===== config.mk =====
export PLATFORM = sky130hd
export DESIGN_NAME = frame_scheduler
export DESIGN_NICKNAME = d
export VERILOG_FILES = /design/src/rtl/frame_scheduler_pkg.sv /design/src/rtl/frame_scheduler_tick_divider.sv /design/src/rtl/frame_scheduler.sv
export SDC_FILE = /design/constraint.sdc
export NUM_CORES = 1
export LEC_CHECK = 0
export ABC_AREA = 1
export BUFFER_PORTS_ARGS = -buffer_cell sky130_fd_sc_hd__buf_2
export CAP_MARGIN = 0
export CORE_AREA = 4 4 208 210
export CTS_CLUSTER_DIAMETER = 120
export DETAILED_ROUTE_END_ITERATION = 6
export DIE_AREA = 0 0 212 214
export PLACE_DENSITY = 0.63
export SLEW_MARGIN = 20
export SYNTH_ARGS = -nofsm -noshare
export SYNTH_HDL_FRONTEND = slang
export SYNTH_SLANG_ARGS = --single-unit
export TNS_END_PERCENT = 1

===== constraint.sdc =====
create_clock -name clk -period 1.75 [get_ports clk]
set_clock_uncertainty 0.05 [all_clocks]
set_input_delay 0.175 -clock clk [delete_from_list [all_inputs] [get_ports clk]]
set_output_delay 0.175 -clock clk [all_outputs]
set_load 0.02 [all_outputs]

===== src/rtl/frame_scheduler_pkg.sv =====
// Shared definitions for the frame scheduler: sequencing states and default grid width.
package frame_scheduler_pkg;

  localparam int GRID_BITS = 256;

  typedef enum logic [2:0] {
    ST_IDLE      = 3'd0,
    ST_WAIT_EVT  = 3'd1,
    ST_STEP      = 3'd2,
    ST_SETTLE    = 3'd3,
    ST_LAUNCH    = 3'd4,
    ST_WAIT_DONE = 3'd5
  } state_t;

endpackage


===== src/rtl/frame_scheduler_tick_divider.sv =====
// Gravity divider: counts 0..TICK_DIV-1 while enabled and flags the terminal count.
module frame_scheduler_tick_divider #(
  parameter int TICK_DIV = 25000000
) (
  input  logic clk,
  input  logic reset,
  input  logic i_enable,
  output logic o_tick
);

  localparam int CW = $clog2(TICK_DIV);
  localparam logic [CW-1:0] LAST = CW'(TICK_DIV - 1);

  logic [CW-1:0] r_count;

  // Counter wraps at the terminal count and is held at zero while disabled.
  always_ff @(posedge clk) begin
    if (reset) begin
      r_count <= '0;
    end else if (!i_enable) begin
      r_count <= '0;
    end else if (r_count == LAST) begin
      r_count <= '0;
    end else begin
      r_count <= r_count + CW'(1);
    end
  end

  assign o_tick = i_enable && (r_count == LAST);

endmodule


===== src/rtl/frame_scheduler.sv =====
// Paces grid steps from gravity ticks and button requests, then snapshots the grid
// and hands it to the LED controller with a start/finished handshake.
module frame_scheduler #(
  parameter int TICK_DIV  = 25000000,
  parameter int TIMEOUT   = 1048576,
  parameter int GRID_BITS = frame_scheduler_pkg::GRID_BITS
) (
  input  logic                 clk,
  input  logic                 reset,
  input  logic                 run,
  input  logic                 btn_left,
  input  logic                 btn_right,
  input  logic                 led_finished,
  input  logic [GRID_BITS-1:0] grid_in,
  output logic                 grid_enable,
  output logic                 grid_ctrl1,
  output logic                 grid_ctrl2,
  output logic                 led_start,
  output logic [GRID_BITS-1:0] frame_out,
  output logic                 busy,
  output logic [15:0]          frame_count,
  output logic                 timeout_err
);
  import frame_scheduler_pkg::*;

  localparam int WW = $clog2(TIMEOUT);
  localparam logic [WW-1:0] WAIT_LAST = WW'(TIMEOUT - 1);

  state_t r_state, w_next;

  logic          r_left_prev, r_right_prev;
  logic          r_left_pend, r_right_pend, r_tick_pend;
  logic [WW-1:0] r_wait_cnt;

  logic w_tick, w_tick_en, w_step, w_timeout;
  logic w_left_edge, w_right_edge;
  logic w_left_nxt, w_right_nxt, w_tick_nxt;

  logic                 r_grid_enable, r_grid_ctrl1, r_grid_ctrl2, r_led_start, r_busy;
  logic                 r_timeout_err;
  logic [GRID_BITS-1:0] r_frame;
  logic [15:0]          r_frame_count;

  assign w_tick_en = run && (r_state != ST_IDLE);

  frame_scheduler_tick_divider #(.TICK_DIV(TICK_DIV)) u_tick_divider (
    .clk      (clk),
    .reset    (reset),
    .i_enable (w_tick_en),
    .o_tick   (w_tick)
  );

  // Pending flags clear in STEP, but an event in the same cycle re-arms its flag.
  assign w_step       = (r_state == ST_STEP);
  assign w_left_edge  = btn_left  & ~r_left_prev;
  assign w_right_edge = btn_right & ~r_right_prev;
  assign w_left_nxt   = (r_left_pend  & ~w_step) | w_left_edge;
  assign w_right_nxt  = (r_right_pend & ~w_step) | w_right_edge;
  assign w_tick_nxt   = (r_tick_pend  & ~w_step) | w_tick;

  // Next-state selection and timeout detection.
  always_comb begin
    w_next    = r_state;
    w_timeout = 1'b0;
    case (r_state)
      ST_IDLE: begin
        if (run) w_next = ST_WAIT_EVT;
        else     w_next = ST_IDLE;
      end
      ST_WAIT_EVT: begin
        if (!run)                                           w_next = ST_IDLE;
        else if (r_left_pend || r_right_pend || r_tick_pend) w_next = ST_STEP;
        else                                                w_next = ST_WAIT_EVT;
      end
      ST_STEP:   w_next = ST_SETTLE;
      ST_SETTLE: w_next = ST_LAUNCH;
      ST_LAUNCH: w_next = ST_WAIT_DONE;
      ST_WAIT_DONE: begin
        if (led_finished) begin
          w_next = run ? ST_WAIT_EVT : ST_IDLE;
        end else if (r_wait_cnt == WAIT_LAST) begin
          w_timeout = 1'b1;
          w_next    = run ? ST_WAIT_EVT : ST_IDLE;
        end else begin
          w_next = ST_WAIT_DONE;
        end
      end
      default: w_next = ST_IDLE;
    endcase
  end

  // Outputs are registered from the next state so they line up with the state they belong to.
  always_ff @(posedge clk) begin
    if (reset) begin
      r_state       <= ST_IDLE;
      r_left_prev   <= 1'b0;
      r_right_prev  <= 1'b0;
      r_left_pend   <= 1'b0;
      r_right_pend  <= 1'b0;
      r_tick_pend   <= 1'b0;
      r_wait_cnt    <= '0;
      r_grid_enable <= 1'b0;
      r_grid_ctrl1  <= 1'b0;
      r_grid_ctrl2  <= 1'b0;
      r_led_start   <= 1'b0;
      r_busy        <= 1'b0;
      r_timeout_err <= 1'b0;
      r_frame       <= '0;
      r_frame_count <= 16'd0;
    end else begin
      r_state       <= w_next;
      r_left_prev   <= btn_left;
      r_right_prev  <= btn_right;
      r_left_pend   <= w_left_nxt;
      r_right_pend  <= w_right_nxt;
      r_tick_pend   <= w_tick_nxt;
      r_wait_cnt    <= ((r_state == ST_WAIT_DONE) && (w_next == ST_WAIT_DONE))
                       ? r_wait_cnt + WW'(1) : '0;
      r_grid_enable <= (w_next == ST_STEP);
      // Qualifiers reflect the flags as they will stand during STEP.
      r_grid_ctrl1  <= (w_next == ST_STEP) && w_left_nxt  && !w_right_nxt;
      r_grid_ctrl2  <= (w_next == ST_STEP) && w_right_nxt && !w_left_nxt;
      r_led_start   <= (w_next == ST_LAUNCH);
      r_busy        <= (w_next != ST_IDLE);
      if (w_next == ST_LAUNCH) begin
        r_frame       <= grid_in;
        r_frame_count <= r_frame_count + 16'd1;
      end
      if (w_timeout) begin
        r_timeout_err <= 1'b1;
      end
    end
  end

  assign grid_enable = r_grid_enable;
  assign grid_ctrl1  = r_grid_ctrl1;
  assign grid_ctrl2  = r_grid_ctrl2;
  assign led_start   = r_led_start;
  assign frame_out   = r_frame;
  assign busy        = r_busy;
  assign frame_count = r_frame_count;
  assign timeout_err = r_timeout_err;

endmodule


=== Word level (Yosys, flattened, before mapping) ===
Index checks and enable logic that the tools add are counted.

* Multiplexer cells: 9
* Reduce and logical (&&, ||, !) cells: 16
* Equality and inequality tests: 10
* $add $sub $neg: 3
* Bitwise operators: 13

{| class="wikitable"
|+ Operator list
! cell !! count
|-
| $add A25 B1 Y25 const B || 1
|-
| $eq A25 B25 Y1 const B || 1
|-
| $add A20 B1 Y20 const B || 1
|-
| $eq A20 B20 Y1 const B || 1
|-
| $pmux W3 S6 || 1
|-
| $add A16 B1 Y16 const B || 1
|-
| $eq A3 B3 Y1 const B || 4
|-
| $eq A3 B2 Y1 const B || 3
|-
| $logic_and A1 B1 Y1 || 7
|-
| $mux W3 || 2
|-
| $reduce_bool A3 Y1 || 2
|-
| $and A1 B1 Y1 || 5
|-
| $not A1 Y1 || 5
|-
| $mux W1 || 4
|-
| $mux W2 || 2
|-
| $eq A3 B1 Y1 const B || 1
|-
| $logic_not A3 Y1 || 1
|-
| $or A1 B1 Y1 || 3
|-
| $reduce_or A3 Y1 || 1
|-
| $logic_not A1 Y1 || 2
|-
| $logic_or A1 B1 Y1 || 2
|-
| $reduce_or A2 Y1 || 1
|}

* Logic and storage cells: 67
* Output and inout port bits: 278
* Input port bits: 262
* Register bits after elaboration: 331

=== Logic depth before layout (Yosys ltp) ===
* Depth in word-level cells: 9
* Gate-level depth with buffers: 11
* Depth with buffers taken out: 11

=== Cells and area by module ===
From an unflattened synthesis, not the netlist that was laid out.

* Cell total of the unflattened synthesis: 1626
* Area total of the unflattened synthesis: 12301.8 µm²

{| class="wikitable"
|+ Modules (own cells, without submodules)
! module !! sequential area each (µm²) !! cells each !! area an instance (µm²) !! times used
|-
| frame_scheduler || 6125.9 || 1411 || 10910.5 || 1
|-
| frame_scheduler_tick_divider || 500.5 || 215 || 1391.3 || 1
|}

=== Worst setup path after synthesis ===
No wires, ideal clock.

* Kind: register to register
* Start point: register r_frame_count[0], in the netlist frame_count[0]
* End point: register r_frame_count[12], in the netlist frame_count[12]
* Required time: 1.581 ns
* Path buffers: 0
* Path slack: 0.246 ns
* Setup time: 0.119 ns
* Stages on the path, launching flop included: 9
* Period minus slack after synthesis: 1.504 ns
* Arrival time: 1.335 ns
* Path through: dfxtp_1 ha_1 nand2_1 nor2_1 nand2_1 nor2_1 nand2_1 o21ai_0 a21oi_1

* Word-level cells in the longest chain between the ends: 1

{| class="wikitable"
|+ Ends and longest elaborated chain
! item !! RTL line !! RTL
|-
| start: declaration || frame_scheduler.sv:42 || <nowiki>logic [15:0] r_frame_count;</nowiki>
|-
| start signal: assignment || frame_scheduler.sv:127 || <nowiki>r_frame_count <= r_frame_count + 16'd1;</nowiki>
|-
| $add A16 B1 Y16 || frame_scheduler.sv:127 ||
|}

Every way passes these cells.
A chain may end at the register's enable or synchronous reset.

=== Worst setup path after layout ===
* Start point: register r_state[2]
* End point: register r_frame[75], in the netlist frame_out[75]

* Word-level cells in the longest chain between the ends: 3
* Elaborated cells between the ends (all ways): 8
* Classes of those cells: eq/ne: 6; mux: 1; reduce/logical: 1

{| class="wikitable"
|+ Ends and longest elaborated chain
! item !! RTL line !! RTL
|-
| start: declaration || frame_scheduler.sv:29 || <nowiki>state_t r_state, w_next;</nowiki>
|-
| start signal: assignment || frame_scheduler.sv:111 || <nowiki>r_state <= w_next;</nowiki>
|-
| $eq A3 B3 Y1 (tied with other cells) || frame_scheduler.sv:65 || <nowiki>case (r_state)</nowiki>
|-
| $pmux W3 S6 * || frame_scheduler.sv:65 ||
|-
| $eq A3 B3 Y1 * || frame_scheduler.sv:125 || <nowiki>if (w_next == ST_LAUNCH) begin</nowiki>
|-
| end signal: assignment || frame_scheduler.sv:126 || <nowiki>r_frame <= grid_in;</nowiki>
|-
| end: declaration || frame_scheduler.sv:41 || <nowiki>logic [GRID_BITS-1:0] r_frame;</nowiki>
|}

Mark *: on every way between the ends. The rest lies on a longest branch, timed or not.

==> results.toml <==
[outcome]
status = "finished, final reports clean"

[power_and_ir_drop]
p_int_uw = 13590
powerDensity_nw_per_um2 = 892.7
ir_drop_v = 0.0006205
combPwrFrac = 0.076
p_total_uw = 17600
power_frac_seq = 0.437
p_switching_uw = 4006
p_leak_uw = 0.009738
p_sw_frac = 0.2276
p_clk_frac = 0.487

[logic_synthesis]
synth_top_area_frac = 0.5411
synth_edf_count = 0
yosys-top-cells-area = "dfxtp_1 54%, nor2_1 18%, o21ai_0 11%"
ys_seq_area_frac = 0.5411
postSynthAreaPerCell_sq_um = 7.611
synth-async-reset-ratio = 0
syn_inst = 1609
synth_flop_cell = "dfxtp_1"
syn_area_sq_um = 12250
yosysWarnings = 0
synth_top_area_cell = "dfxtp_1"
synth.distinct_cells = 33
ys_ff_latch = 331
synth_fp_nets = 1874

[setup_path]
worst-path-max-fanout = 64
worstPathArrival_ns = 2.14
timing.reg2reg.setup_slack_ns = 0.05
required_ns = 2.19
criticalPathCategory = "register to register"
endpoint_kind = "register"
r2r.worst_path.cells = 8
critPathLaunchType = "register"
r2r-end = "frame_out[75]"
rr_startpoint = "r_state[2]"

[clock_tree]
cts_buffers = 40
htreeDepth = 2
clk_pin_slew_ns = 0.06
cts_max_path_buffers = 3
cts_num_sinks = 331
clockRootBuffer = "clkbuf_16"
clk_latency_ns = 0.56
cts_tree = "done"

[sta]
relSlewSlack = 0.6800
hold_slack_ns = 0.3293
fin_crit_ns = 1.697
max_freq_mhz = 589.1
setup_viol = 0
drv_slew = 0
hold_viol = 0
worstMarginPinSlew_ns = 0.4800
rsz0062_at_grt = "true"
tns_ns = 0
timing.final.crit_share = 0.9699

[final_layout]
final_cell_count_no_fill = 2973
post-route-util = 0.4743
syn2layout_area_growth_pct = 60.99
final_layout_size_suffix_gt1_frac = 0.2764
final_common_cell = "nor2_1"
layout_common_cells = "587 x nor2_1, 539 x buf_2, 331 x dfxtp_1, 263 x o21ai_0, 263 x dlygate4sd3_1"
fin_nets = 2665

[floorplanning]
coreArea_sq_um = 41570
ios = 540
die_w_microns = 212
fp-row-count = 75
dieArea_sq_um = 45370
dieHeight_microns = 214
start_util = 0.2946

[global_route]
grt_use_total = 0.1939
grt-ovfl-total = 0
grt_pass1_wl_mm = 72.61
grt_antenna_before_repair = 3
grt_max_degree = 119
grt_pass1_vias = 14220

[job]
drv_cap = 0

[detailed_routing]
drc = 0
wl_per_cell_microns = 15.57
first_pass_iters = 5
drt_iter0_drc = 928
wl_met1_mm = 17.68
dr_wl_met3_mm = 3.642
drt_wl_total_mm = 46.29
top_layer_used = "met4"
postRouteAntennaNets = 0
route.met2.wl_mm = 22.48
vias = 13880
vias_per_cell = 4.670

[placed_design]
dp_hpwl_mm = 30.23
routabilityCongestion = 0.8571
port_buffers = 539
post-place-cells = 2632

[hold_path]
worstHoldStart = "grid_in[123]"
hold_end = "frame_out[123]"
hold_path_depth = 4
min_path_type = "input port to register"
## cells in the mapped netlist (4+ instances only)
cell	count
xor2_1	14
o21ai_0	267
nor2_1	589
nand2_1	109
clkbuf_1	45
inv_1	66
nand3_1	36
a21oi_1	35
nor3_1	12
nand3b_1	4
dfxtp_1	331
nand4_1	11
buf_2	39
buf_6	5
nor2_2	5
buf_4	4
## final cells by class
class | instances | area, sq um
clock inverter | 20 | 245.2
clock buffer | 53 | 1140
antenna | 3 | 7.507
tap | 539 | 674.4
fill | 3891 | 21850
timing repair buffer | 842 | 5836
sequential | 331 | 6626
inverter | 69 | 271.5
multi-input combinational | 1116 | 4916
## metrics by stage
stage / area, sq um / setup WS [ns]
final: 19720 / 0.05263
after global placement: 15630 / 0.1572
after floorplan: 12250 / 0.2455
after global routing: 19720 / -0.03430
after detailed placement: 15630 / 0.1294
after CTS: 19650 / 0.1106
## timing repair
action,CTS,global route
endpoints found under the setup margin,0,44
hold endpoints to repair,270,0
resized for setup,0,11
hold buffers,263,0
setup buffers,0,2
## how the worst max path moves through the flow
stage                   startpoint              end  cells after the start
detailed placement      r_state[2]    frame_out[42]                      7
CTS                     r_state[2]    frame_out[65]                      8
floorplan           frame_count[0]  frame_count[12]                      8
global placement        r_state[2]    frame_out[63]                      8
global route            r_state[2]   frame_out[102]                      8
finish                  r_state[2]    frame_out[75]                      8
## kinds of logic (layout without fill, tap and decap cells)
kind of cell / after synthesis / count (layout) / share of synthesized area
simple gates: 787 / 787 / 0.2584
flops: 331 / 331 / 0.5411
compound gates: 309 / 309 / 0.1274
buf+inv: 162 / 984 / 0.05793
xor+xnor: 17 / 17 / 0.01216
fa+ha+maj: 3 / 3 / 0.003065
other cells: 0 / 3 / 0
## critical path, stage by stage, from the launching register on
cell,delay [ns]
dfxtp_1,0.33
inv_2,0.08
nand2_1,0.08
nor2_4,0.19
buf_4,0.15
buf_12,0.16
buf_16,0.23
o21ai_0,0.15
nor2_1,0.15
## metal layers
layer | track usage | up-vias
met3 | 0.05477 | 180
met4 | 0.1065 | 0
met2 | 0.3271 | 629
met1 | 0.2198 | 6357
li1 | - | 6717
met5 | 0 | -
## registers in the layout (all words and copies together), names as in the netlist
name,cells
u_tick_divider.r_count,25
r_left_pend,1
frame_count,16
r_wait_cnt,20
led_start,1
frame_out,256
grid_ctrl1,1
r_tick_pend,1
r_state,3
grid_ctrl2,1
r_right_prev,1
r_right_pend,1
grid_enable,1
timeout_err,1
r_left_prev,1
busy,1
## power by group through the flow
stage	sequential (uW)	combinational, uW	clock (uW)
6_report	7680	1340	8580
5_1_grt	7690	1440	9100
4_1_cts	7680	1310	8810
3_5_place_dp	7840	828	0
3_3_place_gp	7840	820	0
2_1_floorplan	7950	238	0
Power figures use the tool's default switching activity.
